## config.mk

```make
export PLATFORM = sky130hd
export DESIGN_NAME = stream_fifo_sync
export DESIGN_NICKNAME = d
export VERILOG_FILES = /design/src/rtl/sdp_ram.sv /design/src/rtl/stream_fifo_sync.sv
export SDC_FILE = /design/constraint.sdc
export NUM_CORES = 1
export LEC_CHECK = 0
export ABC_AREA = 1
export CORE_MARGIN = 5
export CORE_UTILIZATION = 60
export DETAILED_ROUTE_END_ITERATION = 12
export PLACE_DENSITY = 0.86
export SYNTH_ARGS = -nofsm -noshare
export SYNTH_HDL_FRONTEND = slang
export SYNTH_SLANG_ARGS = --single-unit
```

## constraint.sdc

```tcl
create_clock -name clk -period 6.4 [get_ports clk]
set_input_delay 0.96 -clock clk [delete_from_list [all_inputs] [get_ports clk]]
set_output_delay 0.96 -clock clk [all_outputs]
set_load 0.01 [all_outputs]
```

## src/rtl/sdp_ram.sv

```systemverilog
// Simple dual-port RAM: one synchronous write port, one registered read port.
// A read of the address being written in the same cycle returns the new data
// (write-first), so the FIFO can treat rdata_o as "current contents of raddr".
//
// Ports:
//   clk_i    - clock
//   we_i     - write enable
//   waddr_i  - write address
//   wdata_i  - write data
//   raddr_i  - read address, sampled at the clock edge
//   rdata_o  - registered read data
module sdp_ram #(
  parameter int unsigned DataWidth = 16,
  parameter int unsigned AddrWidth = 4,
  parameter int unsigned Depth     = 15
) (
  input  logic                 clk_i,
  input  logic                 we_i,
  input  logic [AddrWidth-1:0] waddr_i,
  input  logic [DataWidth-1:0] wdata_i,
  input  logic [AddrWidth-1:0] raddr_i,
  output logic [DataWidth-1:0] rdata_o
);

  logic [DataWidth-1:0] mem_q [Depth];
  logic [DataWidth-1:0] rdata_q;

  always_ff @(posedge clk_i) begin
    if (we_i) begin
      mem_q[waddr_i] <= wdata_i;
    end
    rdata_q <= (we_i && (waddr_i == raddr_i)) ? wdata_i : mem_q[raddr_i];
  end

  assign rdata_o = rdata_q;

endmodule

```

## src/rtl/stream_fifo_sync.sv

```systemverilog
// Single-clock FIFO turning a valid-only (no backpressure) stream into a
// valid/ready stream. Storage is a (DEPTH-1)-entry RAM plus a registered
// output stage, DEPTH words in total. First-word-fall-through with 1 cycle
// latency. Words arriving while full (and not being popped) are dropped and
// flagged with a sticky overflow bit.
//
// Ports:
//   clk            - clock
//   arst           - asynchronous active-high reset
//   up_valid       - input word present (cannot be stalled)
//   up_data        - input word
//   down_valid     - down_data holds a valid word
//   down_ready     - consumer accepts when down_valid && down_ready
//   down_data      - head-of-FIFO word, registered
//   count          - words held (0..DEPTH), including the output register
//   overflow       - sticky: a word was dropped
//   clear_overflow - synchronous clear of overflow (a same-cycle drop wins)
module stream_fifo_sync #(
  parameter int unsigned DATA_WIDTH = 16,
  parameter int unsigned ADDR_WIDTH = 4
) (
  input  logic                  clk,
  input  logic                  arst,
  input  logic                  up_valid,
  input  logic [DATA_WIDTH-1:0] up_data,
  output logic                  down_valid,
  input  logic                  down_ready,
  output logic [DATA_WIDTH-1:0] down_data,
  output logic [ADDR_WIDTH:0]   count,
  output logic                  overflow,
  input  logic                  clear_overflow
);

  localparam int unsigned DEPTH     = 1 << ADDR_WIDTH;
  localparam int unsigned MEM_DEPTH = DEPTH - 1;
  localparam logic [ADDR_WIDTH-1:0] PtrLast   = ADDR_WIDTH'(MEM_DEPTH - 1);
  localparam logic [ADDR_WIDTH:0]   CountFull = (ADDR_WIDTH + 1)'(DEPTH);

  logic [ADDR_WIDTH-1:0] wr_ptr_q, wr_ptr_d;
  logic [ADDR_WIDTH-1:0] rd_ptr_q, rd_ptr_d;
  logic [ADDR_WIDTH-1:0] mem_cnt_q, mem_cnt_d;
  logic                  out_valid_q, out_valid_d;
  logic [DATA_WIDTH-1:0] out_data_q, out_data_d;
  logic                  ovf_q, ovf_d;

  logic                  pop, full, push, drop, load_out, mem_empty;
  logic                  mem_we, mem_rd;
  logic [DATA_WIDTH-1:0] mem_rdata;

  // Pointers wrap at the memory size, which is not a power of two.
  function automatic logic [ADDR_WIDTH-1:0] ptr_inc(input logic [ADDR_WIDTH-1:0] p);
    return (p == PtrLast) ? '0 : p + ADDR_WIDTH'(1);
  endfunction

  assign count = {1'b0, mem_cnt_q} + {{ADDR_WIDTH{1'b0}}, out_valid_q};

  always_comb begin
    pop       = out_valid_q & down_ready;
    full      = (count == CountFull);
    push      = up_valid & (~full | pop);
    drop      = up_valid & full & ~pop;
    load_out  = ~out_valid_q | pop;
    mem_empty = (mem_cnt_q == '0);

    wr_ptr_d    = wr_ptr_q;
    rd_ptr_d    = rd_ptr_q;
    mem_cnt_d   = mem_cnt_q;
    out_valid_d = out_valid_q;
    out_data_d  = out_data_q;
    mem_we      = 1'b0;
    mem_rd      = 1'b0;

    if (load_out) begin
      if (!mem_empty) begin
        // Memory holds older words: refill output from the head.
        mem_rd      = 1'b1;
        out_valid_d = 1'b1;
        out_data_d  = mem_rdata;
        rd_ptr_d    = ptr_inc(rd_ptr_q);
        mem_we      = push;
      end else begin
        // Nothing older stored: incoming word bypasses the memory.
        out_valid_d = push;
        if (push) begin
          out_data_d = up_data;
        end
      end
    end else begin
      mem_we = push;
    end

    if (mem_we) begin
      wr_ptr_d = ptr_inc(wr_ptr_q);
    end
    if (mem_we && !mem_rd) begin
      mem_cnt_d = mem_cnt_q + ADDR_WIDTH'(1);
    end else if (!mem_we && mem_rd) begin
      mem_cnt_d = mem_cnt_q - ADDR_WIDTH'(1);
    end

    ovf_d = drop | (ovf_q & ~clear_overflow);
  end

  always_ff @(posedge clk or posedge arst) begin
    if (arst) begin
      wr_ptr_q    <= '0;
      rd_ptr_q    <= '0;
      mem_cnt_q   <= '0;
      out_valid_q <= 1'b0;
      out_data_q  <= '0;
      ovf_q       <= 1'b0;
    end else begin
      wr_ptr_q    <= wr_ptr_d;
      rd_ptr_q    <= rd_ptr_d;
      mem_cnt_q   <= mem_cnt_d;
      out_valid_q <= out_valid_d;
      out_data_q  <= out_data_d;
      ovf_q       <= ovf_d;
    end
  end

  // Read address is the next head so rdata always reflects the current head.
  sdp_ram #(
    .DataWidth(DATA_WIDTH),
    .AddrWidth(ADDR_WIDTH),
    .Depth    (MEM_DEPTH)
  ) u_ram (
    .clk_i  (clk),
    .we_i   (mem_we),
    .waddr_i(wr_ptr_q),
    .wdata_i(up_data),
    .raddr_i(rd_ptr_d),
    .rdata_o(mem_rdata)
  );

  assign down_valid = out_valid_q;
  assign down_data  = out_data_q;
  assign overflow   = ovf_q;

endmodule

```

==> results of run 1 <==
-- cell type report --
| class | count | area (um^2) |
|---|---|---|
| clock buffers | 38 | 757.0 |
| diodes | 1 | 2.502 |
| inverters | 69 | 259.0 |
| fillers | 1278 | 5841 |
| well taps | 260 | 325.3 |
| repair buffers | 51 | 490.5 |
| flip-flops and latches | 274 | 8041 |
| multi-input cells | 666 | 2997 |
| clock inverters | 12 | 117.6 |
-- metal layers --
layer  up-vias  wire length, um
met2       567            13680
met3       120             3152
met4         0             1537
met5         -                0
li1       3641                -
met1      3779            10450
-- stage by stage --
step	setup WS (ns)	area, um^2
floorplan	3.552	11520
global placement	3.006	12110
detailed placement	2.904	12110
CTS	3.090	12990
global route	2.846	12990
finish	3.069	12990
-- critical path, stage by stage, from the launching register on --
cell and delay, ns:
dfrtp_1 0.46, nor2_1 0.13, nand2_1 0.46, o211ai_2 0.55, inv_2 0.18, ha_1 0.24
inv_1 0.15, ha_1 0.29, a21oi_1 0.14, nand2_1 0.09, a21oi_1 0.18, o21ai_0 0.17
xor2_1 0.17
-- worst min-delay path by stage --
stage	startpoint	endpoint	slack [ns]	depth (start not counted)
after CTS	down_data[7]	down_data[7]	0.48	2
after global placement	down_data[6]	down_data[6]	0.47	2
after detailed placement	down_data[6]	down_data[6]	0.46	2
final	down_data[10]	down_data[10]	0.47	2
after global routing	down_data[7]	down_data[7]	0.50	2
after floorplan	wr_ptr_q[2]	wr_ptr_q[2]	0.50	2
-- power by group through the flow --
stage	combinational, mW	sequential (mW)	clock (mW)
final	2.21	2.32	1.55
after global routing	2.39	2.34	1.63
after floorplan	1.39	2.34	0
after CTS	2.15	2.32	1.55
after detailed placement	2.13	2.35	0
after global placement	2.07	2.35	0
-- Yosys cell counts --
| master | instances | area share [%] |
|---|---|---|
| xnor2_1 | 2 | 0.15 |
| nor3_1 | 1 | 0.043 |
| a31oi_1 | 1 | 0.054 |
| o31ai_1 | 1 | 0.065 |
| o21ai_0 | 18 | 0.78 |
| or2_2 | 1 | 0.054 |
| inv_1 | 64 | 2.1 |
| clkbuf_1 | 15 | 0.49 |
| buf_2 | 31 | 1.3 |
| o21ai_1 | 4 | 0.17 |
| a31oi_4 | 1 | 0.18 |
| a21oi_1 | 16 | 0.70 |
| dfxtp_1 | 4 | 0.70 |
| nand3_4 | 1 | 0.15 |
| xor2_1 | 3 | 0.23 |
| buf_4 | 2 | 0.13 |
| o21a_1 | 1 | 0.065 |
| dfrtp_1 | 30 | 6.5 |
| fa_1 | 1 | 0.17 |
| inv_2 | 5 | 0.16 |
| nor2_1 | 35 | 1.1 |
| o211ai_2 | 1 | 0.11 |
| nand2_2 | 1 | 0.054 |
| edfxtp_1 | 240 | 63 |
| buf_1 | 6 | 0.20 |
| o32ai_1 | 1 | 0.076 |
| or2_1 | 7 | 0.38 |
| nand3_2 | 1 | 0.087 |
| o2111ai_1 | 1 | 0.076 |
| o22ai_1 | 1 | 0.054 |
| buf_6 | 1 | 0.098 |
| ha_1 | 5 | 0.54 |
| nand3_1 | 176 | 7.6 |
| mux2_2 | 1 | 0.098 |
| nor2_2 | 2 | 0.11 |
| nand2_1 | 382 | 12 |
| a211oi_1 | 1 | 0.065 |
-- state kept, by name, indices dropped and copies added (netlist names), named ones only --
register,count
wr_ptr_q,4
rd_ptr_q,4
down_valid,1
down_data,16
mem_cnt_q,4
overflow,1
u_ram.mem_q,240
-- layout by cell type (no fill, tap or decap), types with 4 or more instances in the layout --
cell type        netlist  layout
a21oi_1               16      16
buf_4                  2       8
clkbuf_1              15       7
clkbuf_16              0      27
clkbuf_8               0       4
clkdlybuf4s50_1        0      43
clkinv_2               0       6
dfrtp_1               30      30
edfxtp_1             240     240
ha_1                   5       5
inv_1                 64      64
inv_2                  5       5
nand2_1              382     382
nand3_1              176     176
nor2_1                35      21
nor2_2                 2      16
o21ai_0               18      18
o21ai_1                4       4
or2_1                  7       7
-- logic make-up after synthesis --
family	Yosys count	share of synthesized area, %
buffers and inverters	124	4.508
XOR/XNOR	5	0.3803
multiplexers	1	0.09776
AO/OA/AOI/OAI	47	2.401
flip-flops	274	69.78
adder cells (fa/ha/maj)	6	0.7169
AND/OR/NAND/NOR	607	22.12
==> results.cfg, run 1 <==
[outcome]
status = completed

[critical_path]
path_class = reg2reg
reg2reg_to = mem_cnt_q[3]
reg2reg_depth = 12
cp.arrival_ns = 3.74
setup.worst_path.end = mem_cnt_q[3]
reg2reg_setup_slack_ns = 3.07
required_ns = 6.81
crit_path_start = mem_cnt_q[2]
start_kind = flop
critPathCaptureType = flop
path_max_fanout = 21
r2r-start = mem_cnt_q[2]

[global_route]
grt_use_met1_pct = 33.66
grt_pass1_vias = 7973
grt_overflow = 0
grtUsageMet2_pct = 42.15
grt_pass1_wl_um = 43820
antenna_found_initial = 1
grt_max_degree = 114
grt.met3_usage_pct = 6.429
busiest_layer = met2
grtUsageTotal_pct = 26.19

[yosys]
synth_area_um2 = 11520
seq_area_frac_synth_pct = 69.78
syn_nets = 1091
ys_types = 37
syn_inst = 1064
synth_warnings = 0
syn_avg_cell_area_um2 = 10.83
yosys_register_bits = 274

[routing]
routedWlPerCell_um = 21.02
drtAntennaViolNets = 0
firstDrtPassIters = 8
wirelength_um = 28820
drc = 0
num_vias = 8107
drt_iter0_markers = 1178
vias_per_cell = 5.913

[sta]
tns_ns = 0
slew_headroom_pct = 18.44
finalMaxSlewViolations = 0
period_minus_slack_ns = 3.331
hold_viol = 0
fin_crit_sh_pct = 52.04
clock-skew-final_ns = 0.01256
rsz0062_at_grt = no
whs_ns = 0.4744
setup_violations = 0
max_freq_mhz = 300.3
worstMarginPinSlew_ns = 1.223

[final_layout]
stdcell_count = 1371
drive_above_1_share_pct = 7.117
final_util_pct = 68.98
fin_nets = 1116
area_growth_pct = 12.77

[clock_network]
worstSkewPairLatency_ns = 0.54
h-tree-depth = 1
cts_resized = 0
cts.sinks = 274
cts.hold.buffers_added = 0
cts_tree = yes
cts_setup_buffers = 0
cts-root-buf = clkbuf_16
clkTransAtPathRegs_ns = 0.06
cts_buffer_depth = 3
numCtsBuffers = 27

[power]
intPower_mw = 3.775
p_total_mw = 6.075
swShare_pct = 37.87
power_switching_mw = 2.300
pwr-share-clk_pct = 25.5
power_density_nw_per_um2 = 467.6
p_leak_nw = 5.083
seqPwrFrac_pct = 38.2
combPwrFrac_pct = 36.3
ir_worst_vdd_mv = 0.2888

[die]
fp.dieH_um = 148.6
dieWidth_um = 148.6
rows = 50
fp.dieArea_um2 = 22070
core-area_um2 = 18830
io_pins = 44
initial_utilization_pct = 61.17

[placement]
dpl.cell_count = 1320
hpwl_um = 17030
port_buffers = 43
gp_congestion = 0.9226

[hold_path]
hold_path.class = reg2reg

[flow_run]
drv_cap = 0
Power figures use the tool's default switching activity.
==> run 2: changes to the inputs <==
- CORE_UTILIZATION: 60 -> 55
- PLACE_DENSITY: 0.86 -> 0.83
- clock period: 6.4 -> 2.7 ns (I/O delays scaled with it)
==> run 2 against run 1 <==
Net effect: global-route usage shrank 3.5 points; wire length shrank 4.6%; combinational power grew 140%; count of clock-buffer cells in the layout grew 2.
==> results.cfg, run 2 (same netlist as run 1, synthesis figures left out) <==
[critical_path]
setup.worst_path.end = mem_cnt_q[3]
cp.arrival_ns = 2.95
crit_path_start = mem_cnt_q[0]
reg2reg_depth = 16
path_class = reg2reg
path_max_fanout = 4
reg2reg_setup_slack_ns = 0.15
required_ns = 3.10
r2r-start = mem_cnt_q[0]
critPathCaptureType = flop
reg2reg_to = mem_cnt_q[3]
start_kind = flop

[final_layout]
layout_common_cells = nand2_1 (382), edfxtp_1 (240), nand3_1 (176), inv_1 (63), buf_4 (48)
fin_nets = 1161
antennaDiodeCount = 0
area_growth_pct = 16.58
final_common_cell = nand2_1
stdcell_count = 1428
drive_above_1_share_pct = 10.49
top_register = u_ram.mem_q
largest_register_ffs = 240

[routing]
vias_per_cell = 5.658
drt_iter0_markers = 990
drc = 0
wirelength_um = 27490
routedWlPerCell_um = 19.25
num_vias = 8079
firstDrtPassIters = 5
drtAntennaViolNets = 0

[global_route]
antenna_found_initial = 1
grt_overflow = 0
grt_pass1_vias = 7846
grtUsageTotal_pct = 22.70
grt_max_degree = 113
grt_pass1_wl_um = 42410

[power]
combPwrFrac_pct = 36.7
power_density_nw_per_um2 = 1076
intPower_mw = 9.199
ir_worst_vdd_mv = 0.6420
p_leak_nw = 5.327
pwr-share-clk_pct = 25.3
seqPwrFrac_pct = 38.0
swShare_pct = 36.31
power_switching_mw = 5.244

[sta]
max_freq_mhz = 392.1
period_minus_slack_ns = 2.550
finalMaxSlewViolations = 0
worstMarginPinSlew_ns = 0.6470
slew_headroom_pct = 56.73
setup_violations = 0
tns_ns = 0
fin_crit_sh_pct = 94.46
clock-skew-final_ns = 0.009375
hold_viol = 0

[clock_network]
cts.sinks = 274
cts_buffer_depth = 3
clkTransAtPathRegs_ns = 0.06
cts.hold.buffers_added = 0
h-tree-depth = 1
worstSkewPairLatency_ns = 0.53
numCtsBuffers = 27
cts_tree = yes
cts-root-buf = clkbuf_16

[placement]
dpl.cell_count = 1378
port_buffers = 43
gp_congestion = 0.8110
hpwl_um = 16110

[die]
initial_utilization_pct = 55.32
io_pins = 44
rows = 53
core-area_um2 = 20820
dieWidth_um = 154.7
fp.dieH_um = 154.7
fp.dieArea_um2 = 23940

[outcome]
status = completed

[hold_path]
hold_path.class = in2async

[flow_run]
drv_cap = 0
## run 2: cell count changes in the layout (fill, tap and decap cells not counted), moves of 3 or more
cell | before | now
buf_12 | 0 | 5
buf_4 | 8 | 48
clkbuf_1 | 7 | 11
clkinv_2 | 6 | 3
ha_1 | 5 | 2
## run 2: final cells by class
class | instances | area [um^2]
Inverter | 69 | 259.0
Timing Repair Buffer | 96 | 890.9
Sequential cell | 274 | 8041
Clock inverter | 8 | 112.6
Clock buffer | 40 | 744.5
Tap cell | 275 | 344.1
Fill cell | 1487 | 7395
Multi-Input combinational cell | 666 | 3035
## run 2: critical path, cell delays in order, from the launching register on
cell	delay (ns)
dfrtp_1	0.39
ha_2	0.20
ha_4	0.21
inv_1	0.05
nand2_1	0.06
nor2_2	0.15
nand3_4	0.13
o211ai_4	0.10
inv_2	0.06
ha_1	0.21
inv_2	0.10
ha_1	0.24
nand3_1	0.09
nand2_1	0.09
a21oi_2	0.12
o21ai_1	0.09
xor2_1	0.15
## run 2: layer usage
| layer | part of all wire (%) | track usage [%] |
|---|---|---|
| met5 | 0.062 | 0 |
| met2 | 49 | 38.54 |
| met1 | 38 | 30.01 |
| met4 | 3.4 | 7.317 |
| met3 | 9.2 | 4.029 |
## run 2: stage by stage
| step | area, um^2 | power, mW | util, % | setup slack, ns | hold slack (ns) |
|---|---|---|---|---|---|
| finish | 13430 | 14.44 | 64.49 | 0.1496 | 0.2646 |
| global placement | 12530 | 10.52 | 60.19 | 0.1138 | 0.4674 |
| floorplan | 11540 | 8.871 | - | 0.02899 | 0.4958 |
| global route | 13430 | 15.23 | 64.49 | -0.01228 | 0.3232 |
| detailed placement | 12530 | 10.70 | 60.19 | 0.05867 | 0.4657 |
| CTS | 13390 | 14.38 | 64.31 | 0.04330 | 0.2556 |
## run 2: power by group through the flow
stage               registers (mW)  logic [mW]  clock network [mW]
floorplan                     5.55        3.32                   0
global placement              5.52        5.00                   0
detailed placement            5.55        5.16                   0
CTS                           5.47        5.22                3.68
global route                  5.53        5.84                3.86
finish                        5.48        5.30                3.66
## run 2: how the worst min path moves through the flow
stage                        startpoint       endpoint  cells after the start
final                              arst   down_data[8]                      3
after global routing               arst   down_data[8]                      3
after CTS                          arst   down_data[7]                      3
after detailed placement  down_data[10]  down_data[10]                      2
after global placement    down_data[14]  down_data[14]                      2
after floorplan                    arst   down_data[0]                      1
## run 2: repair_timing
action,in CTS,in global routing
gates resized for setup,0,5
buffers inserted,0,2
endpoints found under the setup margin,0,1
